`config.mk`:
```
export PLATFORM = sky130hd
export DESIGN_NAME = crc_serial_engine_flat
export DESIGN_NICKNAME = d
export VERILOG_FILES = /design/src/rtl/crc_serial_engine_if.sv /design/src/rtl/crc_serial_engine.sv /design/src/flat_wrapper.sv
export SDC_FILE = /design/constraint.sdc
export NUM_CORES = 1
export LEC_CHECK = 0
export CAP_MARGIN = 20
export CORE_MARGIN = 1
export CORE_UTILIZATION = 45
export DETAILED_ROUTE_END_ITERATION = 6
export GPL_TIMING_DRIVEN = 0
export PLACE_DENSITY = 0.81
export SYNTH_ARGS = -nofsm -noshare
export SYNTH_HDL_FRONTEND = slang
export SYNTH_SLANG_ARGS = --single-unit
```
`constraint.sdc`:
```
create_clock -name clk -period 1.4 [get_ports clk]
set_clock_uncertainty 0.05 [all_clocks]
set_input_delay 0.21 -clock clk [delete_from_list [all_inputs] [get_ports clk]]
set_output_delay 0.21 -clock clk [all_outputs]
set_load 0.1 [all_outputs]
```
`src/rtl/crc_serial_engine_if.sv`:
```
// Handshake/data bundle for the bit-serial CRC engine.
// The requester drives start and the job operands. The engine returns
// busy, the done pulse and the registered result.
interface crc_serial_engine_if #(
    parameter int DATA_W = 6,
    parameter int CRC_W  = 5
);
    localparam int LEN_W = $clog2(DATA_W + 1);

    logic              start;
    logic [DATA_W-1:0] data_in;
    logic [LEN_W-1:0]  msg_len;
    logic [CRC_W-1:0]  crc_ref;
    logic              busy;
    logic              done;
    logic [CRC_W-1:0]  crc_out;
    logic              crc_match;

    modport master (
        output start, data_in, msg_len, crc_ref,
        input  busy, done, crc_out, crc_match
    );

    modport slave (
        input  start, data_in, msg_len, crc_ref,
        output busy, done, crc_out, crc_match
    );
endinterface

```
`src/rtl/crc_serial_engine.sv`:
```
// Bit-serial CRC engine built on a Galois LFSR.
// A job latches one message word and shifts it MSB-first, one bit per clock.
// When the last bit has been shifted, the final LFSR state (XOR XOR_OUT) is
// registered together with a compare against the latched reference CRC.
module crc_serial_engine #(
    parameter int               DATA_W  = 6,
    parameter int               CRC_W   = 5,
    parameter logic [CRC_W-1:0] POLY    = 5'b01011,
    parameter logic [CRC_W-1:0] INIT    = '0,
    parameter logic [CRC_W-1:0] XOR_OUT = '0
) (
    input  logic              clk,
    input  logic              reset,
    crc_serial_engine_if.slave bus
);
    localparam int               LEN_W    = $clog2(DATA_W + 1);
    localparam logic [LEN_W-1:0] FULL_LEN = LEN_W'(DATA_W);

    typedef enum logic [1:0] {
        ST_IDLE  = 2'd0,
        ST_SHIFT = 2'd1,
        ST_DONE  = 2'd2
    } state_t;

    state_t            state_q;
    logic [DATA_W-1:0] msg_q;
    logic [CRC_W-1:0]  lfsr_q;
    logic [CRC_W-1:0]  ref_q;
    logic [LEN_W-1:0]  cnt_q;
    logic              busy_q;
    logic              done_q;
    logic [CRC_W-1:0]  crc_out_q;
    logic              match_q;

    logic              fb;
    logic [CRC_W-1:0]  lfsr_d;
    logic [CRC_W-1:0]  crc_final;
    logic [LEN_W-1:0]  len_d;

    // One LFSR step, the finished-result value and the clamped job length.
    always_comb begin
        fb        = msg_q[DATA_W-1] ^ lfsr_q[CRC_W-1];
        lfsr_d    = {lfsr_q[CRC_W-2:0], 1'b0} ^ (fb ? POLY : '0);
        crc_final = lfsr_d ^ XOR_OUT;
        // A zero or oversized length means "use the whole word".
        len_d     = (bus.msg_len == '0 || bus.msg_len > FULL_LEN) ? FULL_LEN : bus.msg_len;
    end

    // Job control FSM with registered outputs.
    always_ff @(posedge clk or posedge reset) begin
        if (reset) begin
            state_q   <= ST_IDLE;
            msg_q     <= '0;
            lfsr_q    <= '0;
            ref_q     <= '0;
            cnt_q     <= '0;
            busy_q    <= 1'b0;
            done_q    <= 1'b0;
            crc_out_q <= '0;
            match_q   <= 1'b0;
        end else begin
            case (state_q)
                ST_SHIFT: begin
                    msg_q  <= msg_q << 1;
                    lfsr_q <= lfsr_d;
                    cnt_q  <= cnt_q - 1'b1;
                    if (cnt_q == LEN_W'(1)) begin
                        // Last bit goes in on this edge, so publish the result now.
                        state_q   <= ST_DONE;
                        busy_q    <= 1'b0;
                        done_q    <= 1'b1;
                        crc_out_q <= crc_final;
                        match_q   <= (crc_final == ref_q);
                    end
                end
                default: begin
                    // IDLE and DONE both accept a new job, which gives
                    // back-to-back operation without an idle gap.
                    done_q <= 1'b0;
                    if (bus.start) begin
                        state_q <= ST_SHIFT;
                        busy_q  <= 1'b1;
                        msg_q   <= bus.data_in;
                        lfsr_q  <= INIT;
                        ref_q   <= bus.crc_ref;
                        cnt_q   <= len_d;
                    end else begin
                        state_q <= ST_IDLE;
                    end
                end
            endcase
        end
    end

    assign bus.busy      = busy_q;
    assign bus.done      = done_q;
    assign bus.crc_out   = crc_out_q;
    assign bus.crc_match = match_q;
endmodule

```
`src/flat_wrapper.sv`:
```
// flat-port wrapper written by rule: the top's interface ports become plain ports
module crc_serial_engine_flat 
#(
    parameter int               DATA_W  = 6,
    parameter int               CRC_W   = 5,
    parameter logic [CRC_W-1:0] POLY    = 5'b01011,
    parameter logic [CRC_W-1:0] INIT    = '0,
    parameter logic [CRC_W-1:0] XOR_OUT = '0
)
  (clk, reset, bus_start, bus_data_in, bus_msg_len, bus_crc_ref, bus_busy, bus_done, bus_crc_out, bus_crc_match);
  crc_serial_engine_if #(.DATA_W(DATA_W), .CRC_W(CRC_W)) bus_i ();
  input  logic clk;
  input  logic reset;
  input wire logic [$bits(bus_i.start)-1:0] bus_start;
  input wire logic [$bits(bus_i.data_in)-1:0] bus_data_in;
  input wire logic [$bits(bus_i.msg_len)-1:0] bus_msg_len;
  input wire logic [$bits(bus_i.crc_ref)-1:0] bus_crc_ref;
  output wire logic [$bits(bus_i.busy)-1:0] bus_busy;
  output wire logic [$bits(bus_i.done)-1:0] bus_done;
  output wire logic [$bits(bus_i.crc_out)-1:0] bus_crc_out;
  output wire logic [$bits(bus_i.crc_match)-1:0] bus_crc_match;
  assign bus_i.start = bus_start;
  assign bus_i.data_in = bus_data_in;
  assign bus_i.msg_len = bus_msg_len;
  assign bus_i.crc_ref = bus_crc_ref;
  assign bus_busy = bus_i.busy;
  assign bus_done = bus_i.done;
  assign bus_crc_out = bus_i.crc_out;
  assign bus_crc_match = bus_i.crc_match;
  crc_serial_engine #(.DATA_W(DATA_W), .CRC_W(CRC_W), .POLY(POLY), .INIT(INIT), .XOR_OUT(XOR_OUT)) u_core (.clk(clk), .reset(reset), .bus(bus_i));
endmodule
```
==> results of run 1 <==
-- worst paths after layout --
path                                            start                     to  slack [ns]
worst max-delay path                u_core.state_q[1]   u_core.bus.crc_match       -0.09
worst min-delay path                            reset        u_core.msg_q[1]        0.01
worst max register to register      u_core.state_q[1]   u_core.bus.crc_match       -0.09
worst min register to register  u_core.bus.crc_out[2]  u_core.bus.crc_out[2]        0.43
max in group asynchronous                       reset      u_core.state_q[1]        0.89
min in group clk                            bus_start        u_core.bus.busy        0.27
-- synth_stat cells --
cell type	number
nor2_1	5
a21oi_1	1
o211ai_1	2
xor2_2	1
buf_2	1
o21ai_0	12
nand3b_1	6
inv_1	5
or3_1	1
mux2i_1	6
o221ai_1	1
clkbuf_1	4
mux2_2	5
and2b_1	1
dfrtp_1	28
nor3_1	2
nand2_1	28
xor2_1	3
xnor2_1	4
o22ai_1	1
a32o_1	1
nand2b_1	1
ha_1	2
-- area by class of cell --
cell class / count / share of cell area
Buffer: 5 / 0.0192
Tap cell: 30 / 0.0230
Multi-Input combinational cell: 83 / 0.334
Clock buffer: 3 / 0.0138
Sequential cell: 28 / 0.432
Timing Repair Buffer: 25 / 0.149
Clock inverter: 1 / 0.0184
Inverter: 5 / 0.0115
-- per-stage QoR --
step,cell area (µm²),utilization
finish,1630,0.635
global route,1630,0.635
global placement,1550,0.603
detailed placement,1550,0.603
CTS,1590,0.619
floorplan,1280,-
-- sequential cells by signal, summed over array words and instances, names as in the netlist --
name                  cells
u_core.state_q            2
u_core.ref_q              5
u_core.lfsr_q             5
u_core.bus.crc_match      1
u_core.bus.crc_out        5
u_core.cnt_q              3
u_core.msg_q              6
u_core.bus.busy           1
-- cells in the final DEF (no fill, tap or decap) --
cell,count
buf_16,1
bufinv_16,1
o211ai_1,2
clkbuf_4,8
and2b_2,1
nand3b_1,6
a21oi_1,1
clkbuf_2,1
nand2_4,1
nand2_1,27
mux2i_1,6
o22ai_1,1
a32o_1,1
buf_4,3
nor2_1,5
xor2_2,1
o221ai_1,1
mux2_2,5
clkdlybuf4s50_1,15
clkbuf_8,1
dfrtp_1,27
inv_1,5
xnor2_1,3
clkbuf_1,2
buf_2,2
dfrtp_4,1
xnor2_2,1
o21ai_1,1
nand2b_1,1
nor3_2,1
xor2_1,3
ha_1,2
o21ai_0,11
nor3_1,1
or3_1,1
-- report_power, final --
group / internal (mW) / switching [mW]
sequential: 1.18 / 0.269
combinational: 0.714 / 1.42
clock: 0.290 / 0.244
-- logic make-up (layout without fill, tap and decap cells) --
family | count (synthesis) | after routing | synth area share
AOI/OAI and AO/OA | 18 | 18 | 0.0833
and+or+nand+nor | 44 | 44 | 0.158
adders and majority gates | 2 | 2 | 0.0198
buffers and inverters | 10 | 39 | 0.0307
DFF | 28 | 28 | 0.555
xor gates and xnor gates | 8 | 8 | 0.0615
muxes | 11 | 11 | 0.0922
-- routing by layer --
layer / share of wire / routed length, µm / global-route usage / up-vias
met2: 0.51 / 1200 / 0.305 / 17
met5: 0 / 0 / 0 / -
met1: 0.45 / 1060 / 0.228 / 482
li1: - / - / - / 462
met4: 0.0081 / 19 / 0.0667 / 0
met3: 0.031 / 73 / 0.0246 / 2
-- repair_timing --
| item | 4_1_cts | 5_1_grt |
|---|---|---|
| pin swaps | 3 | 1 |
| gates resized for setup | 45 | 8 |
| endpoints found under the setup margin | 24 | 33 |
| hold endpoints to repair | 0 | 0 |
| buffers inserted | 1 | 0 |
==> flow_metrics.env, run 1 <==
export IMPL_vdd_ir_drop_worst_uv=1760
export IMPL_hp_class="primary input to asynchronous set/reset pin"
export IMPL_setup_tns_final_ns=-0.248
export IMPL_cp_num_cells=4
export IMPL_drtIter0Drc=11
export IMPL_grt_max_degree=29
export IMPL_cts_tree="built"
export IMPL_overflow=0
export IMPL_instances_no_fill=180
export IMPL_crit_family="flip-flops"
export IMPL_yosys_area_top_type="dfrtp_1"
export IMPL_grt_setup_unrepaired="true"
export IMPL_fin_hold_ws_ns=0.0138
export IMPL_routabilityCongestion=0.753
export IMPL_cp_required_ns=1.59
export IMPL_die_area_um2=3020
export IMPL_antennaDiodeCount=0
export IMPL_wirelength_um=2350
export IMPL_setup_viol=10
export IMPL_end_kind="flip-flop"
export IMPL_vias_per_cell=5.35
export IMPL_htreeDepth=1
export IMPL_cts_num_sinks=28
export IMPL_drv_cap=0
export IMPL_place_hpwl_um=1720
export IMPL_worstPathCellList="and2b_2, nand3b_1, clkbuf_8, a32o_1"
export IMPL_fp_row_count=18
export IMPL_globalRouteTotalUtil=0.178
export IMPL_synth_seq_cells=28
export IMPL_layout_min_cycle_time_ns=1.49
export IMPL_layout_drive_gt1_share=0.187
export IMPL_crit_slowest_cell="dfrtp_4"
export IMPL_rr_worst_depth=4
export IMPL_die_x_um=55.0
export IMPL_synth_cell_area_um2=1260
export IMPL_arrival_ns=1.68
export IMPL_clk_latency_ns=0.33
export IMPL_powerDensity_nw_per_um2=2520
export IMPL_fill_cells=217
export IMPL_seq_area_um2=704
export IMPL_total_power_mw=4.11
export IMPL_grt_pass1_wl_um=3770
export IMPL_slew_headroom=0.680
export IMPL_max_freq_mhz=673
export IMPL_min_period_over_period=1.06
export IMPL_ant_nets=0
export IMPL_synth_cells=121
export IMPL_grt_pass1_vias=858
export IMPL_start_kind="flip-flop"
export IMPL_wl_per_cell_um=13.0
export IMPL_synth_warnings=0
export IMPL_drv_slew=0
export IMPL_cts_root_buf="clkbuf_4"
export IMPL_violations="setup timing"
export IMPL_synthDistinctLibCells=23
export IMPL_dr_total_vias=963
export IMPL_hold_buffers=0
export IMPL_yosysTopAreaCellShare=0.555
export IMPL_place_inst=174
export IMPL_syn_nets=140
export IMPL_multi_input_area_um2=544
export IMPL_worst_slew_pin_slew_ns=0.483
export IMPL_crit_type="flip-flop to flip-flop"
export IMPL_seq_area_frac_synth=0.555
export IMPL_numCtsBuffers=3
export IMPL_fin_ws_ns=-0.0853
export IMPL_core_um2=2570
export IMPL_initial_core_util=0.492
export IMPL_die_h_um=55.0
export IMPL_leakagePower_nw=0.770
export IMPL_clk_pin_slew_ns=0.15
export IMPL_first_pass_iters=4
export IMPL_critPathMaxStageDelay_ns=0.50
export IMPL_area_delta_synth_final_pct=29.2
export IMPL_status="finished, violations left"
export IMPL_ys_top_cells_by_area="dfrtp_1 (56%), nand2_1 (8.3%), mux2i_1 (4.8%), o21ai_0 (4.8%), mux2_2 (4.5%)"
export IMPL_io_pins=25
export IMPL_syn_avg_cell_area_um2=10.4
export IMPL_nNetsFinal=170
export IMPL_clock_path_buffers=2
export IMPL_dp_slack_ns=-0.369
export IMPL_hold_viol=0
export IMPL_port_buffers=23
export IMPL_cp_max_fo=10
export IMPL_drcViolationCount=0
export IMPL_path_buf_inv=1
export IMPL_antenna_found_initial=0
No activity file was read; power rests on OpenSTA's default activity.
==> run 2, diff against run 1 <==
--- a/config.mk
+++ b/config.mk
@@ -8,2 +8,3 @@
 export CAP_MARGIN = 20
+export CORE_ASPECT_RATIO = 0.9
 export CORE_MARGIN = 1
--- a/constraint.sdc
+++ b/constraint.sdc
@@ -4,2 +4,2 @@
 set_output_delay 0.21 -clock clk [all_outputs]
-set_load 0.1 [all_outputs]
+set_load 0.005 [all_outputs]
==> run 2 against run 1 <==
The flow finishes with violations (DRC). Total power is 21% lower. Routed wire length is 1.2% lower. First-iteration DRC count is 18% lower. Die area hardly changed. Combinational power is 31% lower. Setup slack better by 0.092 ns. Hold slack better by 0.017 ns. Cell area is 0.54% lower. Largest power group unchanged. Highest routed layer unchanged.
==> flow_metrics.env, run 2 (same netlist as run 1, synthesis figures left out) <==
export IMPL_status="finished, violations left"
export IMPL_violations="DRC"
export IMPL_critPathMaxStageDelay_ns=0.46
export IMPL_die_h_um=52.3
export IMPL_leakagePower_nw=0.781
export IMPL_hp_class="primary input to asynchronous set/reset pin"
export IMPL_first_pass_iters=6
export IMPL_slew_headroom=0.744
export IMPL_fp_row_count=17
export IMPL_min_period_over_period=0.995
export IMPL_top_register="u_core.msg_q"
export IMPL_max_freq_mhz=718
export IMPL_grt_max_degree=29
export IMPL_p_sw_mw=1.22
export IMPL_arrival_ns=1.56
export IMPL_hold_viol=0
export IMPL_cts_tree="built"
export IMPL_dr_total_vias=930
export IMPL_clk_latency_ns=0.32
export IMPL_globalRouteTotalUtil=0.166
export IMPL_dp_slack_ns=-0.141
export IMPL_instances_no_fill=179
export IMPL_regToRegStartpoint="u_core.msg_q[5]"
export IMPL_layout_min_cycle_time_ns=1.39
export IMPL_r2r_end="u_core.bus.crc_match"
export IMPL_cp_max_fo=3
export IMPL_nNetsFinal=172
export IMPL_seq_power_share=0.445
export IMPL_place_hpwl_um=1710
export IMPL_grt_pass1_vias=885
export IMPL_p_int_mw=2.02
export IMPL_die_area_um2=3020
export IMPL_switching_share=0.377
export IMPL_drv_cap=0
export IMPL_powerDensity_nw_per_um2=1990
export IMPL_drcViolationCount=1
export IMPL_fin_ws_ns=0.00692
export IMPL_wirelength_um=2320
export IMPL_antennaDiodeCount=0
export IMPL_io_pins=25
export IMPL_start_kind="flip-flop"
export IMPL_layout_drive_gt1_share=0.139
export IMPL_vias_per_cell=5.20
export IMPL_final_common_cell="dfrtp_1"
export IMPL_worstPathCellList="xor2_2, xnor2_2, xor2_1, a32o_1"
export IMPL_clock_path_buffers=2
export IMPL_total_power_mw=3.24
export IMPL_hold_buffers=0
export IMPL_overflow=0
export IMPL_crit_slowest_cell="dfrtp_1"
export IMPL_cp_required_ns=1.57
export IMPL_core_um2=2550
export IMPL_crit_family="XOR/XNOR gates"
export IMPL_htreeDepth=1
export IMPL_pwr_share_clk=0.097
export IMPL_wl_per_cell_um=12.9
export IMPL_ant_nets=0
export IMPL_worst_slew_pin_slew_ns=0.383
export IMPL_port_buffers=23
export IMPL_grt_setup_unrepaired="true"
export IMPL_drtIter0Drc=9
export IMPL_path_buf_inv=0
export IMPL_setup_viol=0
export IMPL_grt_pass1_wl_um=3740
export IMPL_numCtsBuffers=3
export IMPL_antenna_found_initial=0
export IMPL_initial_core_util=0.495
export IMPL_crit_type="flip-flop to flip-flop"
export IMPL_drv_slew=0
export IMPL_die_x_um=57.8
export IMPL_cts_num_sinks=28
export IMPL_final_cell_mix="dfrtp_1 (28), nand2_1 (27), clkdlybuf4s50_1 (15), o21ai_0 (12), dlygate4sd2_1 (8)"
export IMPL_cts_root_buf="clkbuf_4"
export IMPL_reg2reg_slack_ns=0.007
export IMPL_place_inst=172
export IMPL_routabilityCongestion=0.821
export IMPL_setup_tns_final_ns=0
export IMPL_fin_hold_ws_ns=0.0310
export IMPL_combPwrFrac=0.457
export IMPL_rr_worst_depth=4
export IMPL_largest_reg_flops=6
export IMPL_clk_pin_slew_ns=0.14
export IMPL_vdd_ir_drop_worst_uv=800
export IMPL_area_delta_synth_final_pct=28.5
export IMPL_end_kind="flip-flop"
-- run 2: changes by cell type in the layout (fill, tap and decap cells not counted) --
cell | previous run | this run
bufinv_16 | 1 | 0
inv_2 | 0 | 1
dlygate4sd2_1 | 0 | 8
inv_1 | 5 | 4
clkbuf_4 | 8 | 3
o21ai_1 | 1 | 0
dfrtp_4 | 1 | 0
o21ai_0 | 11 | 12
dfrtp_1 | 27 | 28
buf_2 | 2 | 1
-- run 2: repair_timing --
action,in CTS,in global routing
resized for setup,14,5
endpoints found under the setup margin,23,13
pin swaps,0,2
setup buffers,1,2
endpoints found under the hold margin,0,0
-- run 2: per-layer routing --
metal / up-vias / global-route usage / routed length, µm
li1: 464 / - / -
met1: 439 / 0.211 / 1030
met2: 21 / 0.276 / 1160
met3: 6 / 0.0247 / 65
met4: 0 / 0.0873 / 58
met5: - / 0 / 0
-- run 2: final cells by class --
cell class,instances,area (µm²)
clock buffer,3,22.5
fill,213,930
inverter,5,18.8
timing repair buffer,27,270
tap,28,35.0
sequential,28,701
multi-input combinational,83,544
buffer,5,31.3
-- run 2: per-stage QoR --
| step | area (µm²) | util |
|---|---|---|
| 4_1_cts | 1570 | 0.615 |
| 3_5_place_dp | 1530 | 0.599 |
| 2_1_floorplan | 1260 | - |
| 6_report | 1620 | 0.636 |
| 5_1_grt | 1620 | 0.636 |
| 3_3_place_gp | 1530 | 0.599 |
-- run 2: worst max-delay path by stage --
stage | start | endpoint | slack [ns] | depth (start not counted)
after global placement | reset | u_core.state_q[0] | -0.10 | 2
after detailed placement | reset | u_core.cnt_q[2] | -0.14 | 2
after global routing | u_core.msg_q[5] | u_core.bus.crc_match | -0.06 | 4
after CTS | u_core.state_q[1] | u_core.bus.crc_match | -0.007 | 4
after floorplan | u_core.state_q[1] | u_core.bus.crc_match | 0.07 | 4
final | u_core.msg_q[5] | u_core.bus.crc_match | 0.007 | 4
-- run 2: power by group through the flow --
stage	clock network (mW)	registers, mW	logic [mW]
after global routing	0.355	1.49	1.66
after global placement	0	1.43	1.31
final	0.315	1.44	1.48
after detailed placement	0	1.46	1.37
after floorplan	0	1.41	0.922
after CTS	0.328	1.44	1.39
